===== config.mk =====
export PLATFORM = sky130hd
export DESIGN_NAME = token_session_arbiter_flat
export DESIGN_NICKNAME = d
export VERILOG_FILES = /design/src/rtl/token_session_arbiter_if.sv /design/src/rtl/token_session_arbiter.sv /design/src/flat_wrapper.sv
export SDC_FILE = /design/constraint.sdc
export NUM_CORES = 1
export LEC_CHECK = 0
export ABC_CLOCK_PERIOD_IN_PS = 2050
export CORE_MARGIN = 1.5
export CORE_UTILIZATION = 47
export DETAILED_ROUTE_END_ITERATION = 6
export PLACE_DENSITY = 0.81
export SYNTH_ARGS = -nofsm -noshare
export SYNTH_HDL_FRONTEND = slang
export SYNTH_SLANG_ARGS = --single-unit
export TNS_END_PERCENT = 1

===== constraint.sdc =====
create_clock -name clock -period 2.05 [get_ports clock]
set_input_delay 0.205 -clock clock [delete_from_list [all_inputs] [get_ports clock]]
set_output_delay 0.205 -clock clock [all_outputs]
set_load 0.05 [all_outputs]

===== src/rtl/token_session_arbiter_if.sv =====
// token_session_arbiter_if: request, authentication and session bundle between users and the arbiter.
interface token_session_arbiter_if #(
  parameter int NUM_USERS = 4,
  parameter int TOKEN_W = 3,
  parameter int DATA_W = 8
);
  logic [TOKEN_W-1:0] system_token, user_token;
  logic [NUM_USERS-1:0] request, grant, lockout;
  logic confirm, busy, auth_ok, session_done;
  logic [DATA_W-1:0] TimeData, data_P, data_Q;
  modport slave (
    input system_token, request, confirm, user_token, TimeData,
    output grant, busy, auth_ok, lockout, data_P, data_Q, session_done
  );
  modport master (
    output system_token, request, confirm, user_token, TimeData,
    input grant, busy, auth_ok, lockout, data_P, data_Q, session_done
  );
endinterface


===== src/rtl/token_session_arbiter.sv =====
// token_session_arbiter: round-robin arbiter granting a token-authenticated, timed session to one user at a time.
module token_session_arbiter #(
  parameter int NUM_USERS = 4,
  parameter int TOKEN_W = 3,
  parameter int DATA_W = 8,
  parameter int AUTH_TIMEOUT = 8,
  parameter int MAX_FAILS = 3
) (
  input logic clock,
  input logic reset,
  token_session_arbiter_if.slave bus
);
  localparam int UW = $clog2(NUM_USERS);
  localparam int TW = $clog2(AUTH_TIMEOUT);
  localparam int FW = $clog2(MAX_FAILS + 1);
  typedef enum logic [2:0] {IDLE, AUTH, LOAD, RUN, RELEASE} state_t;
  state_t state_q;
  logic [UW-1:0] last_q, g_q, win_d;
  logic [TW-1:0] timer_q;
  logic [FW-1:0] fail_q [NUM_USERS];
  logic [NUM_USERS-1:0] grant_q, lockout_q, elig;
  logic [DATA_W-1:0] data_p_q, data_q_q;
  logic busy_q, auth_ok_q, done_q, win_vld_d, rel_d, done_d;
  logic req_g, tok_ok, tmo, zero_td;
  assign elig = bus.request & ~lockout_q;
  assign req_g = bus.request[g_q];
  assign tok_ok = bus.user_token == bus.system_token;
  assign tmo = timer_q == TW'(AUTH_TIMEOUT - 1);
  assign zero_td = bus.TimeData == '0;
  // Scan farthest-to-nearest from last_q so the nearest eligible user wins.
  always_comb begin
    win_vld_d = 1'b0;
    win_d = '0;
    for (int k = NUM_USERS; k >= 1; k--) begin
      if (elig[UW'((int'(last_q) + k) % NUM_USERS)]) begin
        win_vld_d = 1'b1;
        win_d = UW'((int'(last_q) + k) % NUM_USERS);
      end
    end
  end
  assign rel_d = (state_q == AUTH) ? (!req_g || (bus.confirm ? !tok_ok : tmo)) :
                 (state_q == LOAD) ? (!req_g || (bus.confirm ? zero_td : tmo)) :
                 (state_q == RUN)  ? (!req_g || data_q_q <= DATA_W'(1)) : 1'b0;
  assign done_d = (state_q == RUN) ? rel_d : (state_q == LOAD && req_g && bus.confirm && zero_td);
  always_ff @(posedge clock) begin
    if (!reset) begin
      state_q <= IDLE;
      last_q <= UW'(NUM_USERS - 1);
      g_q <= '0;
      timer_q <= '0;
      for (int i = 0; i < NUM_USERS; i++) fail_q[i] <= '0;
      grant_q <= '0;
      lockout_q <= '0;
      busy_q <= 1'b0;
      auth_ok_q <= 1'b0;
      done_q <= 1'b0;
      data_p_q <= '0;
      data_q_q <= '0;
    end else begin
      done_q <= done_d;
      timer_q <= timer_q + 1'b1;
      if (rel_d) begin
        state_q <= RELEASE;
        grant_q <= '0;
        auth_ok_q <= 1'b0;
      end
      case (state_q)
        IDLE: if (win_vld_d) begin
          state_q <= AUTH;
          g_q <= win_d;
          grant_q <= NUM_USERS'(1) << win_d;
          busy_q <= 1'b1;
          timer_q <= '0;
        end
        AUTH: if (req_g && bus.confirm) begin
          if (tok_ok) begin
            fail_q[g_q] <= '0;
            state_q <= LOAD;
            auth_ok_q <= 1'b1;
            timer_q <= '0;
          end else begin
            if (fail_q[g_q] != FW'(MAX_FAILS)) fail_q[g_q] <= fail_q[g_q] + 1'b1;
            if (fail_q[g_q] == FW'(MAX_FAILS - 1)) lockout_q[g_q] <= 1'b1;
          end
        end
        LOAD: if (req_g && bus.confirm) begin
          data_p_q <= bus.TimeData;
          data_q_q <= bus.TimeData;
          if (!zero_td) state_q <= RUN;
        end
        RUN: if (req_g && data_q_q != '0) data_q_q <= data_q_q - 1'b1;
        RELEASE: begin
          state_q <= IDLE;
          busy_q <= 1'b0;
          last_q <= g_q;
        end
        default: state_q <= IDLE;
      endcase
    end
  end
  assign bus.grant = grant_q;
  assign bus.busy = busy_q;
  assign bus.auth_ok = auth_ok_q;
  assign bus.lockout = lockout_q;
  assign bus.data_P = data_p_q;
  assign bus.data_Q = data_q_q;
  assign bus.session_done = done_q;
endmodule


===== src/flat_wrapper.sv =====
// flat-port wrapper written by rule: the top's interface ports become plain ports
module token_session_arbiter_flat 
#(
  parameter int NUM_USERS = 4,
  parameter int TOKEN_W = 3,
  parameter int DATA_W = 8,
  parameter int AUTH_TIMEOUT = 8,
  parameter int MAX_FAILS = 3
)
  (clock, reset, bus_system_token, bus_request, bus_confirm, bus_user_token, bus_TimeData, bus_grant, bus_busy, bus_auth_ok, bus_lockout, bus_data_P, bus_data_Q, bus_session_done);
  token_session_arbiter_if #(.NUM_USERS(NUM_USERS), .TOKEN_W(TOKEN_W), .DATA_W(DATA_W)) bus_i ();
  input logic clock;
  input logic reset;
  input wire logic [$bits(bus_i.system_token)-1:0] bus_system_token;
  input wire logic [$bits(bus_i.request)-1:0] bus_request;
  input wire logic [$bits(bus_i.confirm)-1:0] bus_confirm;
  input wire logic [$bits(bus_i.user_token)-1:0] bus_user_token;
  input wire logic [$bits(bus_i.TimeData)-1:0] bus_TimeData;
  output wire logic [$bits(bus_i.grant)-1:0] bus_grant;
  output wire logic [$bits(bus_i.busy)-1:0] bus_busy;
  output wire logic [$bits(bus_i.auth_ok)-1:0] bus_auth_ok;
  output wire logic [$bits(bus_i.lockout)-1:0] bus_lockout;
  output wire logic [$bits(bus_i.data_P)-1:0] bus_data_P;
  output wire logic [$bits(bus_i.data_Q)-1:0] bus_data_Q;
  output wire logic [$bits(bus_i.session_done)-1:0] bus_session_done;
  assign bus_i.system_token = bus_system_token;
  assign bus_i.request = bus_request;
  assign bus_i.confirm = bus_confirm;
  assign bus_i.user_token = bus_user_token;
  assign bus_i.TimeData = bus_TimeData;
  assign bus_grant = bus_i.grant;
  assign bus_busy = bus_i.busy;
  assign bus_auth_ok = bus_i.auth_ok;
  assign bus_lockout = bus_i.lockout;
  assign bus_data_P = bus_i.data_P;
  assign bus_data_Q = bus_i.data_Q;
  assign bus_session_done = bus_i.session_done;
  token_session_arbiter #(.NUM_USERS(NUM_USERS), .TOKEN_W(TOKEN_W), .DATA_W(DATA_W), .AUTH_TIMEOUT(AUTH_TIMEOUT), .MAX_FAILS(MAX_FAILS)) u_core (.clock(clock), .reset(reset), .bus(bus_i));
endmodule

==> reports/results.ini, run 1 <==
[sta]
setup_ws_ns = 0.0184
drv_slew = 0
worst_slew_pin_slew_ns = 0.510
fin_crit_sh = 0.991
rsz0062_at_grt = true
finalHoldViolCount = 0
period_minus_slack_ns = 2.03
fmax_mhz = 492
finalSetupViolCount = 0
fin_skew_ns = 0.00587
slew_headroom = 0.659

[synth]
synth_common_cells = nand2_1, dfxtp_1, nor2_1
synth-compound-area-share = 0.212
ys_warn_count = 0
ys_top_cells_by_area = dfxtp_1, edfxtp_1, nand2_1
yosys.area_share.simple = 0.260
synth_top_family_by_area = simple AND/OR/NAND/NOR gates
syn_nets = 309
synthDistinctLibCells = 57
synth_edf_count = 8
synth_area_leader_cell = dfxtp_1
yosys-mux-area-fraction = 0.0358
yosysMostFrequentCell = nand2_1
ys_async_sr_fraction = 0
synthAdderAreaFrac = 0.0302
synth_area_um2 = 2480
synth-xor-area-share = 0.0106
synth_seq_cells = 47
ys_seq_area_frac = 0.411
synth.avg_cell_area_um2 = 8.81
synthesis.instances = 282
synth.top_cell.area_share = 0.314
synth_top_flop_cell = dfxtp_1

[worst_setup_path]
startpoint_type = flip-flop
required_ns = 2.20
crit_slowest_cell = mux4_2
crit_family = simple AND/OR/NAND/NOR gates
critical_path_depth = 5
slowest_delay_ns = 0.53
path_buf_inv = 1
end_kind = flip-flop
r2r_cells = 5
crit_chain = mux4_2 > inv_2 > ha_4 > or4_4 > nor3_2
path_max_fanout = 4
cp.arrival_ns = 2.18
critPathKind = flip-flop to flip-flop

[drt]
wl_mm = 6.23
wl_per_cell_um = 14.9
drcViolationCount = 0
antenna_left = 0
dr.pass1.iters = 4
via_per_inst = 5.54
via_count = 2315
drt_iter0_drc = 137

[grt]
grt_pass1_vias = 2124
grt_max_degree = 19
antenna_found_initial = 0
grt_usage = 0.219
grt_pass1_wl_mm = 9.58
grt_overflow_total = 0

[status]
outcome = complete, no violations

[place]
portBuffers = 47
hpwlAfterDp_mm = 4.52
place_inst = 409
dp_slack_ns = -0.0622
gp_congestion = 0.902

[floorplanning]
coreArea_um2 = 5110
die_w_um = 75.7
row_count = 26
die_area_um2 = 5730
start_util = 0.487
die_y_um = 75.7
io_pins = 48

[clock_network]
cts_root_buf = clkbuf_8
cts_buffers = 5
htree_levels = 2
path_clk_slew_ns = 0.08
clock_sinks = 47
cts_tree = done
hold_buffers = 0
ctsLongestPathBuffers = 2
clkLatencyLatePin_ns = 0.30

[pwr]
power_frac_comb = 0.338
p_leak_nw = 1.27
total_power_w = 0.00257
netSwitchingFraction = 0.348
p_int_w = 0.00168
p_seq_frac = 0.440
power.density_nw_per_um2 = 778
power_frac_clock = 0.222
vdd_drop_max_v = 0.000699
p_switching_w = 0.000894

[cells_and_area]
antenna_cells = 0
num-fill-cells = 424
drive_above_1_share = 0.175
finalNonFillerCells = 418
fin_nets = 374
syn_to_final_growth_pct = 32.9

[hold_path]
hold_class = flip-flop to flip-flop
min_path_cells = 1

[flow_run]
maxCapViolCount = 0

[through the flow]
stage	hold WS, ns	TNS [ns]	utilization	cell area, um2
CTS	0.431	-0.00269	0.638	3260
detailed placement	0.419	-0.230	0.617	3150
global route	0.446	-0.0905	0.647	3300
finish	0.431	0	0.647	3300
global placement	0.405	0	0.617	3150
floorplan	0.341	0	-	2490
[power by group through the flow]
| stage | Clock, W | Sequential, W | Combinational, W |
|---|---|---|---|
| floorplan | 0 | 0.00119 | 0.000504 |
| CTS | 0.000584 | 0.00113 | 0.000832 |
| detailed placement | 0 | 0.00115 | 0.000819 |
| global placement | 0 | 0.00115 | 0.000798 |
| finish | 0.000570 | 0.00113 | 0.000868 |
| global route | 0.000619 | 0.00115 | 0.000942 |
[cell usage in the layout (no fill, tap or decap), types with 6 or more instances in the layout]
cell type	synthesis	routed
a21oi_1	24	24
buf_4	1	24
clkbuf_8	0	6
clkdlybuf4s50_1	0	47
dfxtp_1	39	36
edfxtp_1	8	8
inv_1	9	7
nand2_1	42	42
nand2b_1	7	7
nor2_1	27	27
nor2b_1	6	6
o21ai_0	8	6
o32ai_1	6	6
[metal layers]
metal | vias up | wire, um | global-route usage
li1 | 1146 | - | -
met3 | 10 | 330 | 0.0423
met2 | 63 | 2990 | 0.349
met1 | 1096 | 2830 | 0.300
met4 | 0 | 80 | 0.0714
met5 | - | 0 | 0
[sequential cells by signal (all words and copies together) (netlist names), named ones only]
| name | count |
|---|---|
| u_core.bus.data_P | 8 |
| u_core.bus.data_Q | 8 |
| u_core.fail_q | 8 |
| u_core.bus.grant | 4 |
| u_core.bus.lockout | 4 |
| u_core.state_q | 3 |
| u_core.timer_q | 3 |
| u_core.g_q | 2 |
| u_core.last_q | 2 |
| u_core.bus.auth_ok | 1 |
| u_core.bus.busy | 1 |
| u_core.bus.session_done | 1 |
[layout make-up]
cell class / count / area (um2) / share of cell area
Multi-Input combinational cell: 213 / 1420 / 0.428
Sequential cell: 47 / 1020 / 0.310
Timing Repair Buffer: 71 / 651 / 0.197
Tap cell: 70 / 87.6 / 0.0265
Clock buffer: 7 / 86.3 / 0.0261
Inverter: 9 / 33.8 / 0.0102
Clock inverter: 1 / 5.00 / 0.00152
[repair_timing]
item | CTS | global route
pin swaps | 0 | 4
buffers inserted | 0 | 1
cloned | 0 | 0
endpoints found under the setup margin | 6 | 21
resized for setup | 4 | 10
[worst reg2reg max path: stages (launching register included)]
cell and delay, ns:
edfxtp_1 0.39, mux4_2 0.53, inv_2 0.10, ha_4 0.19, or4_4 0.52, nor3_2 0.15
[kinds of logic after synthesis]
kind of cell / Yosys count
compound gates: 73
xor+xnor: 3
fa+ha+maj: 6
buf+inv: 22
flops: 47
mux: 5
simple gates: 126
[path summary, 6_finish.rpt]
path	slack (ns)	end	startpoint
max	0.02	u_core.fail_q[0][1]$_SDFFCE_PN0P_	u_core.fail_q[2][0]$_SDFFCE_PN0P_
min	0.43	u_core.timer_q[0]$_SDFF_PN0_	u_core.timer_q[0]$_SDFF_PN0_
max reg2reg	0.02	u_core.fail_q[0][1]$_SDFFCE_PN0P_	u_core.fail_q[2][0]$_SDFFCE_PN0P_
min reg2reg	0.43	u_core.timer_q[0]$_SDFF_PN0_	u_core.timer_q[0]$_SDFF_PN0_
Power figures use the tool's default switching activity.
==> inputs of run 2 (changes only) <==
--- a/config.mk
+++ b/config.mk
@@ -6,6 +6,7 @@
 export NUM_CORES = 1
 export LEC_CHECK = 0
 export ABC_CLOCK_PERIOD_IN_PS = 2050
+export CORE_ASPECT_RATIO = 1.2
 export CORE_MARGIN = 1.5
 export CORE_UTILIZATION = 47
 export DETAILED_ROUTE_END_ITERATION = 6
==> run 2 against run 1 <==
Compared with the run above: worst setup slack improved by 0.011 ns; sequential cell count did not move; non-clock buffer count fell by 1; cell count fell by 2.6%; register-to-register slack barely moved; power rose by 8.4%; maximum frequency rose by 0.55%.
==> reports/results.ini, run 2 (synthesis gave the netlist of run 1 again) <==
[sta]
finalSetupViolCount = 0  ; unchanged
period_minus_slack_ns = 2.02  ; -0.0111 ns
worst_slew_pin_slew_ns = 0.522  ; +0.0117 ns
fin_skew_ns = 0.0129  ; +0.00700 ns
fmax_mhz = 495  ; +0.55%
slew_headroom = 0.651  ; -0.00784
fin_crit_sh = 0.986  ; -0.00542
fin_tns_setup_ns = 0  ; unchanged
rsz0062_at_grt = true
drv_slew = 0  ; unchanged
finalHoldViolCount = 0  ; unchanged

[grt]
grt_max_degree = 19  ; unchanged
grt_usage = 0.223  ; +0.00393
grt_pass1_wl_mm = 10.2  ; +6.0%
antenna_found_initial = 0  ; unchanged
grt_pass1_vias = 2204  ; +3.8%
grt_overflow_total = 0  ; unchanged

[floorplanning]
die_y_um = 82.7  ; +9.2%
coreArea_um2 = 5010  ; -1.9%
start_util = 0.496  ; +0.00948
io_pins = 48  ; unchanged
die_area_um2 = 5730  ; about the same
row_count = 28  ; +7.7%
die_w_um = 69.4  ; -8.4%

[cells_and_area]
drive_above_1_share = 0.167  ; -0.00814
multi_input_area_um2 = 1400  ; -0.80%
stdcell_area_um2 = 3330  ; +0.68%
final_util = 0.664  ; +0.0171
finalNonFillerCells = 407  ; -2.6%
num-fill-cells = 404  ; -4.7%
antenna_cells = 0  ; unchanged
syn_to_final_growth_pct = 33.8
final_common_cell = clkdlybuf4s50_1
fin_nets = 373  ; -0.27%
final_cell_mix = clkdlybuf4s50_1, nand2_1, dfxtp_1
regArea_um2 = 1020  ; unchanged

[clock_network]
cts_root_buf = clkbuf_8
clock_sinks = 47  ; unchanged
ctsLongestPathBuffers = 2  ; unchanged
path_clk_slew_ns = 0.09  ; about the same
cts_buffers = 5  ; unchanged
hold_buffers = 0  ; unchanged
clkLatencyLatePin_ns = 0.31  ; about the same
htree_levels = 2  ; unchanged
post_cts_buffers = 0  ; unchanged
cts_tree = done

[worst_setup_path]
critPathKind = flip-flop to flip-flop
path_max_fanout = 4  ; unchanged
end_kind = flip-flop
startpoint_type = flip-flop
cp.arrival_ns = 2.18  ; about the same
required_ns = 2.21  ; about the same

[place]
dpl_cell_area_um2 = 3150  ; unchanged
portBuffers = 47  ; unchanged
hpwlAfterDp_mm = 4.69  ; +3.7%
place_inst = 399  ; -2.4%
gp_congestion = 0.816  ; -9.6%

[pwr]
p_leak_nw = 1.28  ; +1.0%
vdd_drop_max_v = 0.000545  ; -22%
power.density_nw_per_um2 = 838  ; +7.7%

[drt]
wl_per_cell_um = 15.4  ; +3.4%
dr.pass1.iters = 4  ; unchanged
antenna_left = 0  ; unchanged
via_count = 2319  ; +0.17%
via_per_inst = 5.70  ; +2.9%
drcViolationCount = 0  ; unchanged
wl_mm = 6.27  ; +0.69%
drt_iter0_drc = 122  ; -11%

[status]
outcome = complete, no violations

[flow_run]
maxCapViolCount = 0  ; unchanged

[hold_path]
hold_class = flip-flop to flip-flop

-- run 2: cell count changes in the layout (fill, tap and decap cells not counted), sizes merged --
| cell | change |
|---|---|
| bufinv | +2 |
| clkinv | -1 |
| buf | -1 |
| clkbuf | -1 |
-- run 2: path summary, 6_finish.rpt --
kind                                  endpoint                    startpoint  cells past startpoint  slack, ns
max reg2reg  u_core.fail_q[0][1]$_SDFFCE_PN0P_                     flip-flop                      5       0.03
min reg2reg       u_core.timer_q[0]$_SDFF_PN0_  u_core.timer_q[0]$_SDFF_PN0_                      1       0.43
max          u_core.fail_q[0][1]$_SDFFCE_PN0P_                     flip-flop                      5       0.03
min               u_core.timer_q[0]$_SDFF_PN0_  u_core.timer_q[0]$_SDFF_PN0_                      1       0.43
-- run 2: area by class of cell --
type | instances | area share
multi-input cells | 213 | 0.422
flip-flops and latches | 47 | 0.308
repair buffers | 70 | 0.197
well taps | 60 | 0.0226
clock buffers | 6 | 0.0218
clock inverters | 2 | 0.0181
inverters | 9 | 0.0102
-- run 2: layer usage --
layer | up-vias | part of all wire | GRT usage
met5 | - | 0 | 0
met4 | 0 | 0.012 | 0.0608
met3 | 8 | 0.056 | 0.0413
met2 | 79 | 0.53 | 0.436
met1 | 1090 | 0.40 | 0.250
li1 | 1142 | - | -
-- run 2: critical path: stages (launching register included) --
cell     delay, ns
dfxtp_2       0.36
mux4_2        0.54
inv_1         0.08
ha_1          0.22
or4_4         0.55
nor3_2        0.12
-- run 2: per-stage QoR --
step                hold slack [ns]  worst slack [ns]  power (W)
detailed placement            0.420            -0.127    0.00197
floorplan                     0.341            0.0539    0.00170
global route                  0.449           -0.0494    0.00292
global placement              0.406          -0.00648    0.00195
finish                        0.427            0.0295    0.00279
CTS                           0.431           0.00261    0.00277
-- run 2: report_power, final --
part / switching (W) / leakage, nW / internal (W) / total [W]
clock network: 0.000314 / 0.0654 / 0.000488 / 0.000801
registers: 0.000107 / 0.400 / 0.00104 / 0.00114
logic: 0.000484 / 0.816 / 0.000358 / 0.000842
-- run 2: repair_timing --
| item | in CTS | in global routing |
|---|---|---|
| gates resized for setup | 4 | 9 |
| pin swaps | 0 | 2 |
| endpoints found under the setup margin | 12 | 15 |
